[src/rtl/td4_pkg.sv]
// Shared encodings and widths for the TD4 run controller and its program memory.
package td4_pkg;

    localparam int unsigned ADDR_W    = 4;
    localparam int unsigned INSTR_W   = 8;
    localparam int unsigned MEM_DEPTH = 1 << ADDR_W;

    typedef enum logic [1:0] {
        CPU_RST = 2'd0,
        IDLE    = 2'd1,
        RUN     = 2'd2,
        STEP    = 2'd3
    } state_t;

    typedef enum logic [1:0] {
        CMD_RUN     = 2'd0,
        CMD_HALT    = 2'd1,
        CMD_STEP    = 2'd2,
        CMD_RESTART = 2'd3
    } cmd_t;

endpackage

[src/rtl/td4_run_controller_if.sv]
// Host/debugger and CPU-side signals of the TD4 run controller.
interface td4_run_controller_if #(
    parameter int unsigned CNT_W = 16
);
    import td4_pkg::*;

    logic               load_valid;
    logic               load_ready;
    logic [ADDR_W-1:0]  load_addr;
    logic [INSTR_W-1:0] load_data;
    logic               cmd_valid;
    logic [1:0]         cmd;
    logic               bp_en;
    logic [ADDR_W-1:0]  bp_addr;
    logic [ADDR_W-1:0]  cpu_address;
    logic [INSTR_W-1:0] cpu_instr;
    logic               cpu_rst;
    logic               cpu_ce;
    logic               halted;
    logic               bp_hit;
    logic               timeout;
    logic [CNT_W-1:0]   cycle_count;
    logic [1:0]         state_o;

    modport slave (
        input  load_valid, load_addr, load_data, cmd_valid, cmd, bp_en, bp_addr, cpu_address,
        output load_ready, cpu_instr, cpu_rst, cpu_ce, halted, bp_hit, timeout, cycle_count, state_o
    );

    modport master (
        output load_valid, load_addr, load_data, cmd_valid, cmd, bp_en, bp_addr, cpu_address,
        input  load_ready, cpu_instr, cpu_rst, cpu_ce, halted, bp_hit, timeout, cycle_count, state_o
    );

endinterface

[src/rtl/td4_prog_mem.sv]
// 16x8 program memory: synchronous write, asynchronous read, cleared by reset.
module td4_prog_mem
    import td4_pkg::*;
(
    input  logic               clk,
    input  logic               reset,
    input  logic               we,
    input  logic [ADDR_W-1:0]  waddr,
    input  logic [INSTR_W-1:0] wdata,
    input  logic [ADDR_W-1:0]  raddr,
    output logic [INSTR_W-1:0] rdata
);

    logic [INSTR_W-1:0] mem [MEM_DEPTH];

    always_ff @(posedge clk) begin
        if (reset) begin
            for (int i = 0; i < int'(MEM_DEPTH); i++) begin
                mem[i] <= '0;
            end
        end else if (we) begin
            mem[waddr] <= wdata;
        end
    end

    assign rdata = mem[raddr];

endmodule

[src/rtl/td4_run_controller.sv]
// Run/debug sequencer for the TD4 core: CPU reset, clock enable, breakpoint,
// single-step and cycle budget, plus the program memory that feeds fetches.
module td4_run_controller
    import td4_pkg::*;
#(
    parameter int unsigned RST_CYCLES = 2,
    parameter int unsigned CNT_W      = 16,
    parameter int unsigned MAX_CYCLES = 0
) (
    input  logic                clk,
    input  logic                reset,
    td4_run_controller_if.slave bus
);

    localparam int unsigned     RCNT_W  = $clog2(RST_CYCLES + 1);
    localparam logic [CNT_W-1:0] CNT_SAT = '1;
    localparam logic [CNT_W-1:0] BUDGET  = CNT_W'(MAX_CYCLES);

    state_t             state, state_nxt;
    logic [RCNT_W-1:0]  rst_cnt, rst_cnt_nxt;
    logic [CNT_W-1:0]   cycle_count, count_nxt;
    logic               bp_hit, bp_hit_nxt;
    logic               timeout, timeout_nxt;
    logic               bp_skip, bp_skip_nxt;
    logic               ce;

    logic cmd_run, cmd_halt, cmd_step, cmd_restart, bp_match;

    assign cmd_run     = bus.cmd_valid && (bus.cmd == CMD_RUN);
    assign cmd_halt    = bus.cmd_valid && (bus.cmd == CMD_HALT);
    assign cmd_step    = bus.cmd_valid && (bus.cmd == CMD_STEP);
    assign cmd_restart = bus.cmd_valid && (bus.cmd == CMD_RESTART);
    assign bp_match    = bus.bp_en && (bus.cpu_address == bus.bp_addr) && !bp_skip;

    always_ff @(posedge clk) begin
        if (reset) begin
            state       <= CPU_RST;
            rst_cnt     <= RCNT_W'(RST_CYCLES);
            cycle_count <= '0;
            bp_hit      <= 1'b0;
            timeout     <= 1'b0;
            bp_skip     <= 1'b0;
        end else begin
            state       <= state_nxt;
            rst_cnt     <= rst_cnt_nxt;
            cycle_count <= count_nxt;
            bp_hit      <= bp_hit_nxt;
            timeout     <= timeout_nxt;
            bp_skip     <= bp_skip_nxt;
        end
    end

    always_comb begin
        state_nxt   = state;
        rst_cnt_nxt = rst_cnt;
        count_nxt   = cycle_count;
        bp_hit_nxt  = bp_hit;
        timeout_nxt = timeout;
        bp_skip_nxt = bp_skip;
        ce          = 1'b0;

        if (cmd_restart && (state != CPU_RST)) begin
            state_nxt   = CPU_RST;
            rst_cnt_nxt = RCNT_W'(RST_CYCLES);
            count_nxt   = '0;
            bp_hit_nxt  = 1'b0;
            timeout_nxt = 1'b0;
        end else begin
            case (state)
                CPU_RST: begin
                    rst_cnt_nxt = rst_cnt - RCNT_W'(1);
                    if (rst_cnt == RCNT_W'(1)) begin
                        state_nxt = IDLE;
                    end
                end
                IDLE: begin
                    if (cmd_run && !timeout) begin
                        state_nxt   = RUN;
                        bp_skip_nxt = 1'b1;
                        bp_hit_nxt  = 1'b0;
                    end else if (cmd_step) begin
                        state_nxt   = STEP;
                        bp_skip_nxt = 1'b1;
                        bp_hit_nxt  = 1'b0;
                    end
                end
                RUN: begin
                    // HALT outranks a breakpoint in the same cycle and leaves bp_hit alone
                    if (cmd_halt) begin
                        state_nxt = IDLE;
                    end else if (bp_match) begin
                        state_nxt  = IDLE;
                        bp_hit_nxt = 1'b1;
                    end else begin
                        ce = 1'b1;
                    end
                end
                STEP: begin
                    ce        = 1'b1;
                    state_nxt = IDLE;
                end
                default: state_nxt = CPU_RST;
            endcase

            // An executed cycle releases the breakpoint skip and advances the budget
            if (ce) begin
                bp_skip_nxt = 1'b0;
                if (cycle_count != CNT_SAT) begin
                    count_nxt = cycle_count + CNT_W'(1);
                    if ((MAX_CYCLES != 0) && (count_nxt == BUDGET)) begin
                        timeout_nxt = 1'b1;
                        state_nxt   = IDLE;
                    end
                end
            end
        end
    end

    td4_prog_mem u_prog_mem (
        .clk   (clk),
        .reset (reset),
        .we    ((state == IDLE) && bus.load_valid),
        .waddr (bus.load_addr),
        .wdata (bus.load_data),
        .raddr (bus.cpu_address),
        .rdata (bus.cpu_instr)
    );

    assign bus.cpu_ce      = ce && !reset;
    assign bus.cpu_rst     = (state == CPU_RST);
    assign bus.load_ready  = (state == IDLE);
    assign bus.halted      = (state == IDLE);
    assign bus.bp_hit      = bp_hit;
    assign bus.timeout     = timeout;
    assign bus.cycle_count = cycle_count;
    assign bus.state_o     = state;

endmodule
[src/flat_wrapper.sv]
// flat-port wrapper written by rule: the top's interface ports become plain ports
module td4_run_controller_flat import td4_pkg::*;
#(
    parameter int unsigned RST_CYCLES = 2,
    parameter int unsigned CNT_W      = 16,
    parameter int unsigned MAX_CYCLES = 0
)
  (clk, reset, bus_load_valid, bus_load_addr, bus_load_data, bus_cmd_valid, bus_cmd, bus_bp_en, bus_bp_addr, bus_cpu_address, bus_load_ready, bus_cpu_instr, bus_cpu_rst, bus_cpu_ce, bus_halted, bus_bp_hit, bus_timeout, bus_cycle_count, bus_state_o);
  td4_run_controller_if #(.CNT_W(CNT_W)) bus_i ();
  input  logic clk;
  input  logic reset;
  input wire logic [$bits(bus_i.load_valid)-1:0] bus_load_valid;
  input wire logic [$bits(bus_i.load_addr)-1:0] bus_load_addr;
  input wire logic [$bits(bus_i.load_data)-1:0] bus_load_data;
  input wire logic [$bits(bus_i.cmd_valid)-1:0] bus_cmd_valid;
  input wire logic [$bits(bus_i.cmd)-1:0] bus_cmd;
  input wire logic [$bits(bus_i.bp_en)-1:0] bus_bp_en;
  input wire logic [$bits(bus_i.bp_addr)-1:0] bus_bp_addr;
  input wire logic [$bits(bus_i.cpu_address)-1:0] bus_cpu_address;
  output wire logic [$bits(bus_i.load_ready)-1:0] bus_load_ready;
  output wire logic [$bits(bus_i.cpu_instr)-1:0] bus_cpu_instr;
  output wire logic [$bits(bus_i.cpu_rst)-1:0] bus_cpu_rst;
  output wire logic [$bits(bus_i.cpu_ce)-1:0] bus_cpu_ce;
  output wire logic [$bits(bus_i.halted)-1:0] bus_halted;
  output wire logic [$bits(bus_i.bp_hit)-1:0] bus_bp_hit;
  output wire logic [$bits(bus_i.timeout)-1:0] bus_timeout;
  output wire logic [$bits(bus_i.cycle_count)-1:0] bus_cycle_count;
  output wire logic [$bits(bus_i.state_o)-1:0] bus_state_o;
  assign bus_i.load_valid = bus_load_valid;
  assign bus_i.load_addr = bus_load_addr;
  assign bus_i.load_data = bus_load_data;
  assign bus_i.cmd_valid = bus_cmd_valid;
  assign bus_i.cmd = bus_cmd;
  assign bus_i.bp_en = bus_bp_en;
  assign bus_i.bp_addr = bus_bp_addr;
  assign bus_i.cpu_address = bus_cpu_address;
  assign bus_load_ready = bus_i.load_ready;
  assign bus_cpu_instr = bus_i.cpu_instr;
  assign bus_cpu_rst = bus_i.cpu_rst;
  assign bus_cpu_ce = bus_i.cpu_ce;
  assign bus_halted = bus_i.halted;
  assign bus_bp_hit = bus_i.bp_hit;
  assign bus_timeout = bus_i.timeout;
  assign bus_cycle_count = bus_i.cycle_count;
  assign bus_state_o = bus_i.state_o;
  td4_run_controller #(.RST_CYCLES(RST_CYCLES), .CNT_W(CNT_W), .MAX_CYCLES(MAX_CYCLES)) u_core (.clk(clk), .reset(reset), .bus(bus_i));
endmodule
[config.mk]
export PLATFORM = sky130hd
export DESIGN_NAME = td4_run_controller_flat
export DESIGN_NICKNAME = d
export VERILOG_FILES = /design/src/rtl/td4_pkg.sv /design/src/rtl/td4_run_controller_if.sv /design/src/rtl/td4_prog_mem.sv /design/src/rtl/td4_run_controller.sv /design/src/flat_wrapper.sv
export SDC_FILE = /design/constraint.sdc
export NUM_CORES = 1
export LEC_CHECK = 0
export ABC_CLOCK_PERIOD_IN_PS = 2500
export CORE_ASPECT_RATIO = 0.8
export CORE_MARGIN = 3
export CORE_UTILIZATION = 45
export CTS_CLUSTER_DIAMETER = 120
export DETAILED_ROUTE_END_ITERATION = 6
export PLACE_DENSITY = 0.65
export REMOVE_ABC_BUFFERS = 1
export SLEW_MARGIN = 20
export SYNTH_ARGS = -nofsm -noshare
export SYNTH_HDL_FRONTEND = slang
export SYNTH_SLANG_ARGS = --single-unit
[constraint.sdc]
create_clock -name clk -period 2.5 [get_ports clk]
set_clock_uncertainty 0.2 [all_clocks]
set_input_delay 0.25 -clock clk [delete_from_list [all_inputs] [get_ports clk]]
set_output_delay 0.25 -clock clk [all_outputs]
set_load 0.03 [all_outputs]
# == Word level (Yosys, flattened, before mapping) ==
# Memory sizes are Yosys's and may differ from the RTL's.
# Index checks and enable logic that the tools add are counted.
# Widths: inputs -> output; s select.
# word_totals
ff_bits,22
mem_bits_rw,128
in_bits,27
out_inout_bits,32
wordCells,74
mem_count,1
# classes
n_addsub,2
n_eq_ne,14
mux,28
n_bitwise,1
reduce_logical,23
# mem_list
name,words,word_bits,rd,rd_clocked_by_memory_dff,wr,line,source
u_core.u_prog_mem.mem,16,8,1,0,16,td4_prog_mem.sv:14,logic [INSTR_W-1:0] mem [MEM_DEPTH];
# ops
cell,count
$mux 1,18
$add 16x1->16 const B,1
$ne 16x16->1 const B,1
$mux 2,5
$logic_and 1x1->1,9
$eq 2x2->1 const B,4
$mux 8,1
$pmux 2 s4,1
$reduce_or 8->1,1
$eq 2x1->1 const B,3
$ne 3x1->1 const B,2
$reduce_and 3->1,2
$reduce_bool 2->1,3
$eq 4x4->1,1
$logic_not 2->1,2
$mux 4,1
$ne 2x1->1 const B,2
$pmux 1 s2,2
$reduce_and 4->1,1
$reduce_bool 3->1,1
$logic_not 1->1,2
$ne 2x2->1 const B,1
$reduce_and 2->1,1
$reduce_or 2->1,1
other kinds (2),2

# == Logic depth before layout (Yosys ltp) ==
# logic_depth
ltp_word,9
ltp_mapped,8
depth_no_buf,6

# == Modules after synthesis ==
# Synthesis repeated with hierarchy kept, for this count alone.
# hier_totals
cells_unflattened,529
hier_area_um2,7155.6
# by_module_without_submodules
mod,instances,cells_per_inst,area_per_inst_um2,seq_area_each_um2
td4_prog_mem,1,375,5861.9,3843.7
td4_run_controller,1,154,1293.7,440.4

# == Least setup slack after synthesis ==
# Ideal clock, no wire load.
# synth_path
path_kind,reg2reg
startpoint,"register u_core.state[0], in the netlist u_core.bus.state_o[0]"
endpoint,"memory u_core.u_prog_mem.mem[0][0], enable pin"
setup_time_ns,0.310
arrival_ns,2.013
t_required_ns,1.990
path_slack_ns,-0.023
stages_incl_launch_ff,6
n_path_buf,0
synth_period_minus_slack_ns,2.523
path_cell_list,dfxtp_1 > ha_1 > nor2b_1 > nand2_1 > nor3_1 > or2_2
# synth_lines
item,line,source
"start, declared",td4_run_controller.sv:19,"state_t state, state_nxt;"
"start signal, assigned",td4_run_controller.sv:44,state <= state_nxt;
"end, declared",td4_prog_mem.sv:14,

# == Worst setup path in the final report ==
# layout_path
startpoint,memory u_core.u_prog_mem.mem[15][3]
endpoint,output port bus_cpu_instr[3]
# layout_via
elab_chain_len,1
# layout_rtl
item,line,source
$mem_v2 16x8,--,
"end, declared",flat_wrapper.sv:21,output wire logic [$bits(bus_i.cpu_instr)-1:0] bus_cpu_instr;
# No other way between the ends.

==> summary.md <==
| Metric | Value |
|---|---|
| Grt total ovfl | `0` |
| Yosys cell types | `52` |
| Die width | `around 150 um` |
| Row Count | `a little over 40` |
| Static Leak | `between 3 and 4 nW` |
| DRC | `0` |
| R2r worst-path depth | `6` |
| Crit path kind | `reg -> out` |
| Main synth FF type | `edfxtp_1` |
| Initial antenna violation count | `0` |
| Synth warn | `0` |
| Mean Syn Cell Area | `between 10 and 15 um2` |
| Layout cells sized above 1 | `0.234` |
| Worst flop-to-flop path startpoint | `u_core.bus.state_o[1]` |
| Ys async rst share | `0` |
| Max IR drop VDD | `slightly above 600 uV` |
| Vias in the first global route | `4602` |
| Pin count of the biggest net entering global routing | `29` |
| Core outline area | `between 0.015 and 0.02 mm2` |
| Worst path required time | `2.05 ns` |
| Ports | `59` |
| Full die area | `~0.018 mm2` |
| Critical Path End Type | `output port` |
| Root Driver | `clkbuf_16` |
| Most frequent CP cell | `mux4_2` |
| Vias | `around 4600` |
| DP HPWL | `around 12000 um` |
| Min cycle time layout | `2.46 ns` |
| Clock Path Buffers | `2` |
| Crit path arrival time | `2.01 ns` |
| Iteration-0 DRC count of the detailed router | `approximately 440` |
| Yosys top cell by area | `edfxtp_1` |
| Area growth from synthesis to layout | `21.0%` |
| CTS Buf Count | `17` |
| Max-Cap Viols | `0` |
| Slew @ Worst Pin | `approximately 0.66 ns` |
| Max Slew Vio Count | `0` |
| # Post-CTS Setup Buffers | `0` |
| Flops & latches, synth | `150` |
| Final std cells w/o fill | `approximately 820` |
| I/O Buffers | `57` |
| Drt pass-1 iters | `5` |
| Crit path from | `u_core.u_prog_mem.mem[15][3]` |
| Final hold vios | `0` |
| Die Ht | `roughly 120 um` |
| Synth top area cells | `edfxtp_1 52%, and2_1 11%, mux4_2 8.6%` |
| Max Fclk | `406 MHz` |
| CTS H-tree depth | `4` |
| Mapped Cells | `513` |
| Sequential area share after synthesis | `0.585` |
| Footprint of the multi-input gates | `0.00280 mm2` |
| Storage element area | `about 0.0043 mm2` |
| HP Start | `u_core.bus.cycle_count[9]` |
| Period utilization | `0.985` |
| N_diodes | `0` |
| First-pass GRT wire length | `about 27000 um` |
| Post-route antenna net violation count | `0` |
| CP cell instances | `mux4_2 -> mux4_2 -> buf_4` |
| Max incr delay on CP | `0.54 ns` |
| Dpl cells | `788` |
| CTS clk-pin slew, worst paths | `around 0.060 ns` |
| WL per Instance | `between 20 and 25 um` |
| Placer congestion estimate | `around 0.82` |
| Reg2Reg Capture Point | `u_core.u_prog_mem.mem[1][2]` |
| Sink Count | `150` |
| Top-area cell type share of the netlist area | `0.525` |
| Post-route cell area | `just under 0.009 mm2` |
| Worst skew pair latency | `0.42 ns` |
| Tightest Hold Check Type | `reg -> reg` |
| Critical Path Stages | `3` |
| Worst Path Max Fanout | `1` |
| WHS Path Cells | `2` |
| Family with the most delay on the worst path | `multiplexers` |
| CP bufs+invs | `1` |
| Power Dens Cells | `around 730 mW/mm2` |
| Max-slew headroom | `0.558` |
| Worst Hold Endpoint | `u_core.bus.cycle_count[9]` |
| Starting Density | `0.462` |
| Fin nets | `~630` |
| Setup Viol. Count Final | `0` |
| CTS tree | `done` |
| R2R setup slack | `around 0.42 ns` |
| Via density | `5.61` |
| Dpl cell area | `around 0.0082 mm2` |
| Total Wirelength | `about 18000 um` |
| Mapped Area | `between 0.007 and 0.008 mm2` |
| Number of synthesized flops with an enable pin | `~130` |
| Fill cell count | `between 1000 and 1500` |
| CP max-delay cell | `mux4_2` |
| Commonest cells after routing, fill and taps aside | `128 x and2_1, 128 x edfxtp_1, 44 x clkdlybuf4s50_1` |
| Total GRT Usage | `0.204` |
| Status | `finished, final reports clean` |
| Startpoint Class | `register` |
state kept, by name, indices dropped and copies added (netlist names):
signal                  flops
u_core.u_prog_mem.mem     128
u_core.bus.cycle_count     16
u_core.bus.state_o          2
u_core.rst_cnt              2
u_core.bp_skip              1
u_core.bus.bp_hit           1
worst min-delay path: stages (launching register included):
cell     delay (ns)
dfxtp_1        0.34
nand2_1        0.07
mux2i_1        0.05
worst max path at each step:
stage	endpoint	slack, ns
after CTS	bus_cpu_instr[5]	0.0006
final	bus_cpu_instr[3]	0.04
after detailed placement	u_core.bus.cycle_count[4]	-0.11
after global placement	bus_cpu_instr[3]	-0.05
after floorplan	u_core.u_prog_mem.mem[0][0]	-0.22
after global routing	bus_cpu_ce	-0.003
cell type report:
type                       instances  share of cell area
sequential                       150               0.484
multi-input combinational        328               0.316
timing repair buffer              90              0.0976
clock buffer                      18              0.0484
tap                              215              0.0304
clock inverter                    14              0.0208
inverter                           7             0.00297
logic make-up after synthesis:
logic type | count (synthesis) | synth area share
AOI/OAI and AO/OA | 39 | 0.0357
muxes | 43 | 0.133
and+or+nand+nor | 233 | 0.196
xor gates and xnor gates | 5 | 0.00906
other | 1 | 0.000512
DFF | 150 | 0.585
buffers and inverters | 36 | 0.0297
adders and majority gates | 6 | 0.0103
cells in the mapped netlist, drive strengths merged (4+ instances only):
| cell | count |
|---|---|
| nor2b | 4 |
| mux4 | 40 |
| edfxtp | 128 |
| and2 | 128 |
| buf | 14 |
| o31ai | 9 |
| nor3 | 9 |
| xor2 | 4 |
| nor2 | 15 |
| or4 | 9 |
| dfxtp | 22 |
| nand2 | 16 |
| clkbuf | 15 |
| nand2b | 7 |
| nand3 | 8 |
| inv | 7 |
| or2 | 17 |
| a21oi | 15 |
| nor4 | 5 |
| nand4 | 4 |
| ha | 6 |
power by group:
part           switching (mW)  internal, mW
combinational           0.515         0.380
sequential             0.0565          2.82
clock                    1.01          1.66
total                    1.58          4.86
timing repair:
item	CTS	global route
cloned	1	1
hold buffers	0	0
pin swaps	0	1
resized for setup	6	12
setup endpoints to repair	9	10
per-layer routing:
metal	part of all wire	routed length, um	GRT usage
met1	0.43	7610	0.285
met2	0.48	8510	0.312
met3	0.073	1290	0.0468
met4	0.021	378	0.0773
met5	0	0	0
metrics by stage:
stage | TNS [ns] | total power [mW] | setup WS [ns] | hold slack [ns] | utilization
2_1_floorplan | -10.80 | 3.40 | -0.224 | 0.123 | -
3_3_place_gp | -0.276 | 3.77 | -0.0517 | 0.275 | 0.519
3_5_place_dp | -1.19 | 3.80 | -0.112 | 0.298 | 0.519
4_1_cts | 0 | 6.45 | 0.000575 | 0.309 | 0.558
5_1_grt | -0.00336 | 6.63 | -0.00336 | 0.337 | 0.559
6_report | 0 | 6.44 | 0.0365 | 0.311 | 0.559
Power figures use the tool's default switching activity.
